===== config.mk =====
export PLATFORM = sky130hd
export DESIGN_NAME = vga_sync_decoder_flat
export DESIGN_NICKNAME = d
export VERILOG_FILES = /design/src/rtl/vga_sync_decoder_if.sv /design/src/rtl/vga_sync_decoder.sv /design/src/flat_wrapper.sv
export SDC_FILE = /design/constraint.sdc
export NUM_CORES = 1
export LEC_CHECK = 0
export CAP_MARGIN = 10
export CORE_MARGIN = 1.5
export CORE_UTILIZATION = 33
export DETAILED_ROUTE_END_ITERATION = 8
export PLACE_DENSITY_LB_ADDON = 0.3
export SYNTH_ARGS = -nofsm -noshare
export SYNTH_HDL_FRONTEND = slang
export SYNTH_SLANG_ARGS = --single-unit

===== constraint.sdc =====
create_clock -name i_clk -period 3.2 [get_ports i_clk]
set_input_delay 0.8 -clock i_clk [delete_from_list [all_inputs] [get_ports i_clk]]
set_output_delay 0.8 -clock i_clk [all_outputs]
set_load 0.005 [all_outputs]

===== src/rtl/vga_sync_decoder_if.sv =====
// vga_sync_decoder_if: sampled sync inputs and decoded timing outputs of the VGA sync decoder.
interface vga_sync_decoder_if;
   logic        i_pix_stb;
   logic        i_hs;
   logic        i_vs;
   logic [9:0]  o_x;
   logic [9:0]  o_y;
   logic        o_active;
   logic        o_locked;
   logic        o_frame_start;
   logic        o_hs_err;
   logic        o_vs_err;
   logic [10:0] o_line_len;
   logic [10:0] o_frame_lines;
   modport master (
      output i_pix_stb, i_hs, i_vs,
      input  o_x, o_y, o_active, o_locked, o_frame_start, o_hs_err, o_vs_err, o_line_len, o_frame_lines
   );
   modport slave (
      input  i_pix_stb, i_hs, i_vs,
      output o_x, o_y, o_active, o_locked, o_frame_start, o_hs_err, o_vs_err, o_line_len, o_frame_lines
   );
endinterface


===== src/rtl/vga_sync_decoder.sv =====
// vga_sync_decoder: measures incoming HSYNC/VSYNC timing, locks after conforming frames
// and regenerates pixel coordinates for the sampled pixel.
module vga_sync_decoder #(
   parameter int LINE        = 800,
   parameter int SCREEN      = 525,
   parameter int HS_LEN      = 96,
   parameter int VS_LEN      = 2,
   parameter int H_OFS       = 144,
   parameter int V_OFS       = 35,
   parameter int H_ACT       = 640,
   parameter int V_ACT       = 480,
   parameter int LOCK_FRAMES = 2
) (
   input logic                i_clk,
   input logic                i_rst,
   vga_sync_decoder_if.slave  bus
);
   localparam logic [10:0] C_MAX    = 11'h7ff;
   localparam logic [10:0] C_LINE   = 11'(LINE);
   localparam logic [10:0] C_SCREEN = 11'(SCREEN);
   localparam logic [10:0] C_HS_LEN = 11'(HS_LEN);
   localparam logic [10:0] C_VS_LEN = 11'(VS_LEN);
   localparam logic [10:0] C_H_OFS  = 11'(H_OFS);
   localparam logic [10:0] C_V_OFS  = 11'(V_OFS);
   localparam logic [10:0] C_H_END  = 11'(H_OFS + H_ACT);
   localparam logic [10:0] C_V_END  = 11'(V_OFS + V_ACT);
   localparam logic [3:0]  C_LOCK   = 4'(LOCK_FRAMES);

   typedef enum logic [1:0] {SEARCH, MEASURE, LOCKED} state_t;

   state_t      r_state;
   logic        r_hs_prev, r_vs_line_prev, r_have_h, r_have_v, r_err_seen;
   logic [10:0] r_hcnt, r_vcnt, r_hs_low, r_vs_low;
   logic [3:0]  r_good_cnt;
   logic [9:0]  r_x, r_y;
   logic        r_active, r_locked, r_frame_start, r_hs_err, r_vs_err;
   logic [10:0] r_line_len, r_frame_lines;

   logic        w_stb, w_hs, w_vs;
   logic        w_hs_fall, w_hs_rise, w_vs_fall, w_vs_rise, w_tmo;
   logic        w_hs_err, w_vs_err, w_err, w_good, w_lock, w_unlock, w_locked_n, w_active;
   logic [10:0] w_line, w_lines, w_hcnt_n, w_vcnt_n;

   assign w_stb = bus.i_pix_stb;
   assign w_hs  = bus.i_hs;
   assign w_vs  = bus.i_vs;

   // VSYNC is only looked at once per line, on the HSYNC falling pixel
   assign w_hs_fall = w_stb & r_hs_prev & ~w_hs;
   assign w_hs_rise = w_stb & ~r_hs_prev & w_hs;
   assign w_vs_fall = w_hs_fall & r_vs_line_prev & ~w_vs;
   assign w_vs_rise = w_hs_fall & ~r_vs_line_prev & w_vs;
   assign w_line    = r_hcnt + 11'd1;
   assign w_lines   = r_vcnt + 11'd1;
   assign w_tmo     = w_stb & ~w_hs_fall & (r_hcnt == C_MAX - 11'd1);
   assign w_hs_err  = (w_hs_fall & r_have_h & (w_line != C_LINE)) |
                      (w_hs_rise & (r_hs_low != C_HS_LEN)) | w_tmo;
   assign w_vs_err  = w_vs_rise & (r_vs_low != C_VS_LEN);
   assign w_err     = w_hs_err | w_vs_err;
   // the closing line's own error already spoils the frame it ends
   assign w_good    = r_have_v & ~r_err_seen & ~w_err & (w_lines == C_SCREEN);
   assign w_lock    = (r_state == MEASURE) & w_vs_fall & w_good & (r_good_cnt + 4'd1 == C_LOCK);
   assign w_unlock  = (r_state == LOCKED) & w_err;
   assign w_locked_n = ((r_state == LOCKED) & ~w_err) | w_lock;
   assign w_hcnt_n  = w_hs_fall ? 11'd0 : (w_stb & (r_hcnt != C_MAX)) ? r_hcnt + 11'd1 : r_hcnt;
   assign w_vcnt_n  = w_vs_fall ? 11'd0 : (w_hs_fall & (r_vcnt != C_MAX)) ? r_vcnt + 11'd1 : r_vcnt;
   assign w_active  = w_locked_n & (w_hcnt_n >= C_H_OFS) & (w_hcnt_n < C_H_END) &
                      (w_vcnt_n >= C_V_OFS) & (w_vcnt_n < C_V_END);

   always_ff @(posedge i_clk) begin
      if (i_rst) begin
         r_state        <= SEARCH;
         r_hs_prev      <= 1'b1;
         r_vs_line_prev <= 1'b1;
         r_have_h       <= 1'b0;
         r_have_v       <= 1'b0;
         r_err_seen     <= 1'b0;
         r_hcnt         <= 11'd0;
         r_vcnt         <= 11'd0;
         r_hs_low       <= 11'd0;
         r_vs_low       <= 11'd0;
         r_good_cnt     <= 4'd0;
         r_x            <= 10'd0;
         r_y            <= 10'd0;
         r_active       <= 1'b0;
         r_locked       <= 1'b0;
         r_frame_start  <= 1'b0;
         r_hs_err       <= 1'b0;
         r_vs_err       <= 1'b0;
         r_line_len     <= 11'd0;
         r_frame_lines  <= 11'd0;
      end else begin
         r_frame_start <= w_vs_fall;
         r_hs_err      <= w_hs_err;
         r_vs_err      <= w_vs_err;
         r_locked      <= w_locked_n;
         if (w_stb) begin
            r_hs_prev  <= w_hs;
            r_hcnt     <= w_hcnt_n;
            r_vcnt     <= w_vcnt_n;
            r_hs_low   <= w_hs_fall ? 11'd1 : (~w_hs & (r_hs_low != C_MAX)) ? r_hs_low + 11'd1 : r_hs_low;
            r_have_h   <= w_hs_fall | (r_have_h & ~w_tmo & ~w_unlock);
            r_err_seen <= ~w_vs_fall & (r_err_seen | w_err);
            r_x        <= w_active ? 10'(w_hcnt_n - C_H_OFS) : 10'd0;
            r_y        <= w_active ? 10'(w_vcnt_n - C_V_OFS) : 10'd0;
            r_active   <= w_active;
            if (w_hs_fall) begin
               r_vs_line_prev <= w_vs;
               r_vs_low       <= w_vs_fall ? 11'd1 : (~w_vs & (r_vs_low != C_MAX)) ? r_vs_low + 11'd1 : r_vs_low;
               if (r_have_h) r_line_len <= w_line;
            end
            if (w_vs_fall & r_have_v) r_frame_lines <= w_lines;
            case (r_state)
               SEARCH: if (w_vs_fall) begin
                  r_state    <= MEASURE;
                  r_good_cnt <= 4'd0;
                  r_have_v   <= 1'b1;
               end
               MEASURE: if (w_vs_fall) begin
                  r_good_cnt <= w_good ? r_good_cnt + 4'd1 : 4'd0;
                  if (w_lock) r_state <= LOCKED;
               end
               LOCKED: if (w_err) begin
                  r_state  <= SEARCH;
                  r_have_v <= 1'b0;
               end
               default: r_state <= SEARCH;
            endcase
         end
      end
   end

   assign bus.o_x           = r_x;
   assign bus.o_y           = r_y;
   assign bus.o_active      = r_active;
   assign bus.o_locked      = r_locked;
   assign bus.o_frame_start = r_frame_start;
   assign bus.o_hs_err      = r_hs_err;
   assign bus.o_vs_err      = r_vs_err;
   assign bus.o_line_len    = r_line_len;
   assign bus.o_frame_lines = r_frame_lines;
endmodule


===== src/flat_wrapper.sv =====
// flat-port wrapper written by rule: the top's interface ports become plain ports
module vga_sync_decoder_flat 
#(
   parameter int LINE        = 800,
   parameter int SCREEN      = 525,
   parameter int HS_LEN      = 96,
   parameter int VS_LEN      = 2,
   parameter int H_OFS       = 144,
   parameter int V_OFS       = 35,
   parameter int H_ACT       = 640,
   parameter int V_ACT       = 480,
   parameter int LOCK_FRAMES = 2
)
  (i_clk, i_rst, bus_i_pix_stb, bus_i_hs, bus_i_vs, bus_o_x, bus_o_y, bus_o_active, bus_o_locked, bus_o_frame_start, bus_o_hs_err, bus_o_vs_err, bus_o_line_len, bus_o_frame_lines);
  vga_sync_decoder_if bus_i ();
  input logic i_clk;
  input logic i_rst;
  input wire logic [$bits(bus_i.i_pix_stb)-1:0] bus_i_pix_stb;
  input wire logic [$bits(bus_i.i_hs)-1:0] bus_i_hs;
  input wire logic [$bits(bus_i.i_vs)-1:0] bus_i_vs;
  output wire logic [$bits(bus_i.o_x)-1:0] bus_o_x;
  output wire logic [$bits(bus_i.o_y)-1:0] bus_o_y;
  output wire logic [$bits(bus_i.o_active)-1:0] bus_o_active;
  output wire logic [$bits(bus_i.o_locked)-1:0] bus_o_locked;
  output wire logic [$bits(bus_i.o_frame_start)-1:0] bus_o_frame_start;
  output wire logic [$bits(bus_i.o_hs_err)-1:0] bus_o_hs_err;
  output wire logic [$bits(bus_i.o_vs_err)-1:0] bus_o_vs_err;
  output wire logic [$bits(bus_i.o_line_len)-1:0] bus_o_line_len;
  output wire logic [$bits(bus_i.o_frame_lines)-1:0] bus_o_frame_lines;
  assign bus_i.i_pix_stb = bus_i_pix_stb;
  assign bus_i.i_hs = bus_i_hs;
  assign bus_i.i_vs = bus_i_vs;
  assign bus_o_x = bus_i.o_x;
  assign bus_o_y = bus_i.o_y;
  assign bus_o_active = bus_i.o_active;
  assign bus_o_locked = bus_i.o_locked;
  assign bus_o_frame_start = bus_i.o_frame_start;
  assign bus_o_hs_err = bus_i.o_hs_err;
  assign bus_o_vs_err = bus_i.o_vs_err;
  assign bus_o_line_len = bus_i.o_line_len;
  assign bus_o_frame_lines = bus_i.o_frame_lines;
  vga_sync_decoder #(.LINE(LINE), .SCREEN(SCREEN), .HS_LEN(HS_LEN), .VS_LEN(VS_LEN), .H_OFS(H_OFS), .V_OFS(V_OFS), .H_ACT(H_ACT), .V_ACT(V_ACT), .LOCK_FRAMES(LOCK_FRAMES)) u_core (.i_clk(i_clk), .i_rst(i_rst), .bus(bus_i));
endmodule

### Word-level counts from Yosys, hierarchy flattened

Index checks and enable logic that the tools add are counted.

| operators by class | value |
|---|---|
| $lt $le $gt $ge | 4 |
| mux-type cells | 22 |
| $add $sub $neg | 7 |
| reduce and logical (&&, ||, !) cells | 13 |
| eq/ne operators | 16 |
| bitwise logic cells | 50 |

Operators by type and width:

| kind | number |
|---|---|
| 11-bit two-way mux | 8 |
| 11-bit by 1-bit adder with 11-bit output, second input constant | 4 |
| 11-bit inequality test, second input constant | 4 |
| 1-bit bitwise AND | 34 |
| 11-bit by 10-bit less-than comparator with 1-bit output, second input constant | 2 |
| 10-bit two-way mux | 2 |
| 4-bit two-way mux | 3 |
| 11-bit by 10-bit == test with 1-bit output, second input constant | 1 |
| 11-bit == test, second input constant | 1 |
| 11-bit by 6-bit >= comparator with 1-bit output, second input constant | 1 |
| 11-bit by 8-bit >= comparator with 1-bit output, second input constant | 1 |
| 11-bit by 10-bit inequality test with 1-bit output, second input constant | 1 |
| 11-bit by 2-bit inequality test with 1-bit output, second input constant | 1 |
| 11-bit by 7-bit inequality test with 1-bit output, second input constant | 1 |
| 1-bit NOT | 10 |
| 10-bit by 6-bit subtractor with 10-bit output, second input constant | 1 |
| 10-bit by 8-bit subtractor with 10-bit output, second input constant | 1 |
| 2-bit two-way mux | 4 |
| 2-bit by 1-bit inequality test with 1-bit output, second input constant | 4 |
| 4-bit case mux with 2 select lines | 1 |
| 4-bit AND reduction | 2 |
| 2-bit nonzero test | 4 |
| 1-bit bitwise OR | 6 |
| 2-bit case mux with 3 select lines | 1 |
| 10 further kinds | 14 |

| storage, ports and cells | value |
|---|---|
| word-level logic and storage cells | 132 |
| flip-flop bits (word level) | 102 |
| input bits | 5 |
| output and inout bits | 47 |

### Depth between registers and ports, before layout

| depth | value |
|---|---|
| depth after elaboration | 18 |
| depth in mapped cells | 16 |
| gate-level depth less buffers | 12 |

### Least setup slack after synthesis

OpenSTA, ideal clock, no wires.

| timing | value |
|---|---|
| path kind | in2reg |
| start point | input bus_i_pix_stb |
| end point | register u_core.r_y[4] (netlist: u_core.bus.o_y[4]) |
| path slack | -0.219 ns |
| setup time | 0.085 ns |
| required time | 3.115 ns |
| stages on the path | 14 |
| path buffers | 4 |
| arrival | 3.334 ns |
| cell sequence | buf_2 -> nand3b_1 -> a41oi_1 -> buf_4 -> xnor2_1 -> nor2_1 -> ha_1 -> a21boi_0 -> and4b_1 -> nor4_1 -> or4_1 -> buf_4 -> buf_6 -> o31ai_2 |

| on the way | value |
|---|---|
| elaborated cells between the ends (all ways) | 42 |
| those cells by class | add/sub (1); order compare (4); mux (5); bitwise (32) |

RTL lines:

| element | RTL line | source |
|---|---|---|
| from (decl) | flat_wrapper.sv:18 | `input wire logic [$bits(bus_i.i_pix_stb)-1:0] bus_i_pix_stb;` |
| 1-bit bitwise AND * (2 in a row) | vga_sync_decoder.sv:49 | `assign w_hs_fall = w_stb & r_hs_prev & ~w_hs;` |
| 1-bit bitwise AND, on equally long branches | vga_sync_decoder.sv:66, vga_sync_decoder.sv:51 |  |
| 11-bit two-way mux / 1-bit bitwise AND (equally long branches) | vga_sync_decoder.sv:66, vga_sync_decoder.sv:51 |  |
| 11-bit two-way mux * | vga_sync_decoder.sv:66 | `assign w_vcnt_n = w_vs_fall ? 11'd0 : (w_hs_fall & (r_vcnt != C_MAX)) ? r_vcnt + 11'd1 : r_vcnt;` |
| named net u_core.w_vcnt_n[0] | vga_sync_decoder.sv:42 | `logic [10:0] w_line, w_lines, w_hcnt_n, w_vcnt_n;` |
| 11-bit by 6-bit >= comparator with 1-bit output | vga_sync_decoder.sv:68 | `(w_vcnt_n >= C_V_OFS) & (w_vcnt_n < C_V_END);` |
| 1-bit bitwise AND | vga_sync_decoder.sv:67 | `assign w_active = w_locked_n & (w_hcnt_n >= C_H_OFS) & (w_hcnt_n < C_H_END) &` |
| 1-bit bitwise AND | vga_sync_decoder.sv:68 |  |
| 10-bit two-way mux * | vga_sync_decoder.sv:105 | `r_y <= w_active ? 10'(w_vcnt_n - C_V_OFS) : 10'd0;` |
| to (signal assigned) | vga_sync_decoder.sv:105 |  |
| to (decl) | vga_sync_decoder.sv:35 | `logic [9:0] r_x, r_y;` |

The timed path passes the listed nets; every way through them passes the cells marked *.
A chain may end at the register's enable or synchronous reset.

### Worst setup path in the final report

| timing | value |
|---|---|
| start point | input bus_i_hs |
| end point | register u_core.r_y[5] (netlist: u_core.bus.o_y[5]) |

| on the way | value |
|---|---|
| cells in the longest elaborated chain, start to end | 18 |
| elaborated cells between the ends (all ways) | 39 |
| those cells by class | add/sub (1); order compare (4); mux (4); bitwise (30) |

RTL lines:

| element | RTL line | source |
|---|---|---|
| from (decl) | flat_wrapper.sv:19 | `input wire logic [$bits(bus_i.i_hs)-1:0] bus_i_hs;` |
| 1-bit NOT | vga_sync_decoder.sv:49 |  |
| 1-bit bitwise AND | vga_sync_decoder.sv:49 |  |
| 1-bit bitwise AND / 1-bit NOT (equally long branches) | vga_sync_decoder.sv:56, vga_sync_decoder.sv:55 |  |
| 1-bit bitwise AND, on equally long branches | vga_sync_decoder.sv:56, vga_sync_decoder.sv:55 |  |
| 1-bit bitwise OR / 1-bit bitwise AND (equally long branches) | vga_sync_decoder.sv:56, vga_sync_decoder.sv:55 |  |
| 1-bit bitwise OR | vga_sync_decoder.sv:57 | `(w_hs_rise & (r_hs_low != C_HS_LEN)) \| w_tmo;` |
| 1-bit bitwise OR | vga_sync_decoder.sv:59 | `assign w_err = w_hs_err \| w_vs_err;` |
| 1-bit NOT | vga_sync_decoder.sv:61, vga_sync_decoder.sv:64 |  |
| 1-bit bitwise AND (2 in a row) | vga_sync_decoder.sv:61 | `assign w_good = r_have_v & ~r_err_seen & ~w_err & (w_lines == C_SCREEN);` |
| 1-bit bitwise AND (2 in a row) | vga_sync_decoder.sv:62 | `assign w_lock = (r_state == MEASURE) & w_vs_fall & w_good & (r_good_cnt + 4'd1 == C_LOCK);` |
| 1-bit bitwise OR | vga_sync_decoder.sv:64 | `assign w_locked_n = ((r_state == LOCKED) & ~w_err) \| w_lock;` |
| 1-bit bitwise AND (3 in a row) | vga_sync_decoder.sv:67 |  |
| 1-bit bitwise AND | vga_sync_decoder.sv:68 |  |
| 10-bit two-way mux * | vga_sync_decoder.sv:105 |  |

Every way passes the cells marked *; elsewhere a longest branch is shown, timed or not.

==> impl_metrics.py <==
metrics = {
    "timing": {
        "grt_setup_unrepaired": "yes",
        "fmax_ghz": 0.304,
        "fin_ws_ps": -84.4,
        "clock_skew_ps": 8.24,
        "finalSetupTns_ps": -411,
        "setup_viol": 9,
        "drv_slew": 0,
        "hold_violations": 0,
        "period_share_pct": 103,
        "holdWs_ps": 456,
        "slew_headroom_pct": 52.5,
        "worst_pin_slew_ps": 704,
        "period_needed_ps": 3280,
    },
    "setup_path": {
        "cp_common_cell": "buf_4",
        "cp_data_arrival_time_ps": 3550,
        "max_stage_delay_ps": 630,
        "worst-setup-path-type": "primary input to flop",
        "critical_path.startpoint_type": "primary input",
        "crit_path_max_fanout": 12,
        "path_cells": "buf_2 > buf_4 > and3b_2 > buf_4 > a21oi_1 > o41ai_1 > a221oi_4 > or4_4 > buf_6 > buf_16 > o31ai_2",
        "startpoint": "bus_i_hs",
        "cp_slowest_cell": "or4_4",
        "end_kind": "flop",
        "reg2reg_depth": 11,
        "cp_data_required_time_ps": 3460,
        "worstReg2RegStart": "u_core.r_hcnt[1]",
    },
    "logic_synthesis": {
        "async_flop_share_pct": 0,
        "netlist_top_cells_count": "dfxtp_1 (102), nor2_1 (99), nand2_1 (61)",
        "syn-num-nets": 683,
        "yosys.area.top_type": "dfxtp_1",
        "synthTopCellsByArea": "dfxtp_1 (37%), nor2_1 (6.8%), xnor2_1 (4.5%), nand2_1 (4.2%), xor2_1 (3.7%)",
        "synthCells": 665,
        "seq_area_frac_synth_pct": 37.3,
        "ys_warn_count": 0,
        "synth_most_common_cell": "dfxtp_1",
        "syn_area_per_cell_um2": 8.22,
        "synth_area_um2": 5470,
        "ys_ff_latch": 102,
        "synth_edf_count": 0,
        "ys_types": 65,
        "yosysTopAreaCellShare_pct": 37.3,
        "yosys_most_used_dff": "dfxtp_1",
    },
    "global_routing": {
        "grt_pass1_vias": 5137,
        "grt_antenna_before_repair": 0,
        "grtUsageTotal_pct": 18.1,
        "grt_pass1_wl_mm": 26.0,
        "overflow": 0,
        "grt_max_degree": 23,
    },
    "clock_network": {
        "clock_sinks": 102,
        "cts.path.max_buffers": 2,
        "clock_latency_ps": 350,
        "clkTransAtPathRegs_ps": 60,
        "cts_root_buf": "clkbuf_16",
        "cts_buffers": 9,
        "hold_buffers": 0,
        "cts.htree.levels": 3,
        "cts_tree": "built",
    },
    "place": {
        "gp_congestion": 0.857,
        "placed_area_um2": 6810,
        "place_ws_ps": -676,
        "port_buffers": 51,
        "dp_cells": 985,
        "hpwl_mm": 11.3,
    },
    "finish": {
        "nets": 816,
        "areaGrowthSynthToFinish_pct": 37.9,
        "layout.cells.non_filler": 1018,
        "design_area_um2": 7540,
        "diodes": 0,
        "drive_gt1_share_pct": 23.6,
    },
    "die": {
        "initial_core_util_pct": 34.1,
        "dieArea_um2": 17400,
        "io_pins": 52,
        "die-width_um": 132,
        "core_um2": 16100,
        "die_h_um": 132,
        "rows": 46,
    },
    "worst_hold_path": {
        "holdCritPathClass": "flop to flop",
        "worstHoldStart": "u_core.bus.o_active",
        "whs_path_depth": 2,
    },
    "route": {
        "wl_per_cell_um": 15.2,
        "drt_iter0_markers": 347,
        "dr.pass1.iters": 4,
        "antenna_left": 0,
        "dr_total_vias": 5213,
        "via_per_inst": 5.12,
        "drc_errors": 0,
        "wirelength_mm": 15.5,
    },
    "outcome": {
        "outcome": "finished, violations left",
        "failed_checks": "setup timing",
    },
    "job": {
        "maxCapViolations": 0,
    },
    "pwr": {
        "powerDensity_nw_per_um2": 358,
        "p_leak_nw": 2.84,
        "ir_worst_vdd_mv": 0.249,
    },
}
[metrics by stage]
stage	power (mW)	utilization (%)
floorplan	1.45	-
global placement	1.56	42.4
detailed placement	1.56	42.4
CTS	2.73	46.3
global route	2.81	47.0
finish	2.70	47.0
[area by class of cell]
cell class / count / area (um^2)
fillers: 1532 / 8520
multi-input cells: 499 / 3370
flip-flops and latches: 102 / 2050
repair buffers: 168 / 1470
well taps: 216 / 270
clock buffers: 12 / 267
inverters: 18 / 67.6
clock inverters: 3 / 42.5
[placed cells by master (no fill, tap or decap), types with 10 or more instances in the layout]
| master | netlist | layout |
|---|---|---|
| xnor2_1 | 28 | 27 |
| buf_4 | 5 | 108 |
| ha_1 | 13 | 11 |
| clkdlybuf4s50_1 | 0 | 48 |
| nand3_1 | 17 | 17 |
| nor3_1 | 13 | 10 |
| dfxtp_1 | 102 | 98 |
| and3_1 | 13 | 12 |
| o21ai_0 | 18 | 16 |
| a21oi_1 | 31 | 30 |
| a211oi_1 | 23 | 23 |
| nor2_1 | 99 | 95 |
| nand4_1 | 20 | 20 |
| inv_1 | 18 | 17 |
| xor2_1 | 23 | 23 |
| nand2_1 | 61 | 61 |
[sequential cells by signal (all words and copies together) (netlist names)]
register and cells:
u_core.r_hs_prev 1, u_core.bus.o_x 10, u_core.r_hcnt 11, u_core.r_good_cnt 4, u_core.r_err_seen 1, u_core.bus.o_vs_err 1
u_core.r_vs_low 11, u_core.r_have_h 1, u_core.bus.o_line_len 11, u_core.r_hs_low 11, u_core.bus.o_hs_err 1, u_core.r_vs_line_prev 1
u_core.r_state 2, u_core.bus.o_frame_lines 11, u_core.r_vcnt 11, u_core.bus.o_active 1, u_core.bus.o_y 10, u_core.bus.o_frame_start 1
u_core.r_have_v 1, u_core.bus.o_locked 1
[timing repair]
item / in CTS / in global routing
setup buffers: 11 / 4
endpoints found under the setup margin: 21 / 20
hold endpoints to repair: 0 / 0
cloned: 3 / 0
pin swaps: 11 / 6
gates resized for setup: 48 / 13
[final timing paths]
check,endpoint,slack [ps]
hold / removal,u_core.bus.o_active,460
setup reg to reg,u_core.bus.o_y[5],-10
hold reg to reg,u_core.bus.o_active,460
setup / recovery,u_core.bus.o_y[5],-80
[cell families after synthesis]
kind of cell | Yosys count | share of synthesized area (%)
compound gates | 135 | 17.9
xor+xnor | 51 | 8.17
fa+ha+maj | 13 | 2.97
buf+inv | 64 | 5.13
flops | 102 | 37.3
mux | 6 | 1.10
simple gates | 294 | 27.4
[metal layers]
| layer | GRT usage [%] | share of wire (%) | up-vias |
|---|---|---|---|
| met5 | 0 | 0 | - |
| li1 | - | - | 2651 |
| met2 | 30.6 | 48 | 71 |
| met3 | 3.40 | 2.9 | 16 |
| met1 | 23.6 | 47 | 2475 |
| met4 | 5.06 | 1.3 | 0 |
[report_power, final]
part	internal (mW)	switching [mW]	total [mW]	leakage [nW]
clock	0.665	0.477	1.14	0.151
combinational	0.117	0.144	0.261	1.87
sequential	1.29	0.0132	1.30	0.826
[critical path: cells and delay by family]
family | cells | cell delay (ps)
compound gates | 4 | 990
simple gates | 2 | 970
buf+inv | 5 | 770
Power figures use the tool's default switching activity.
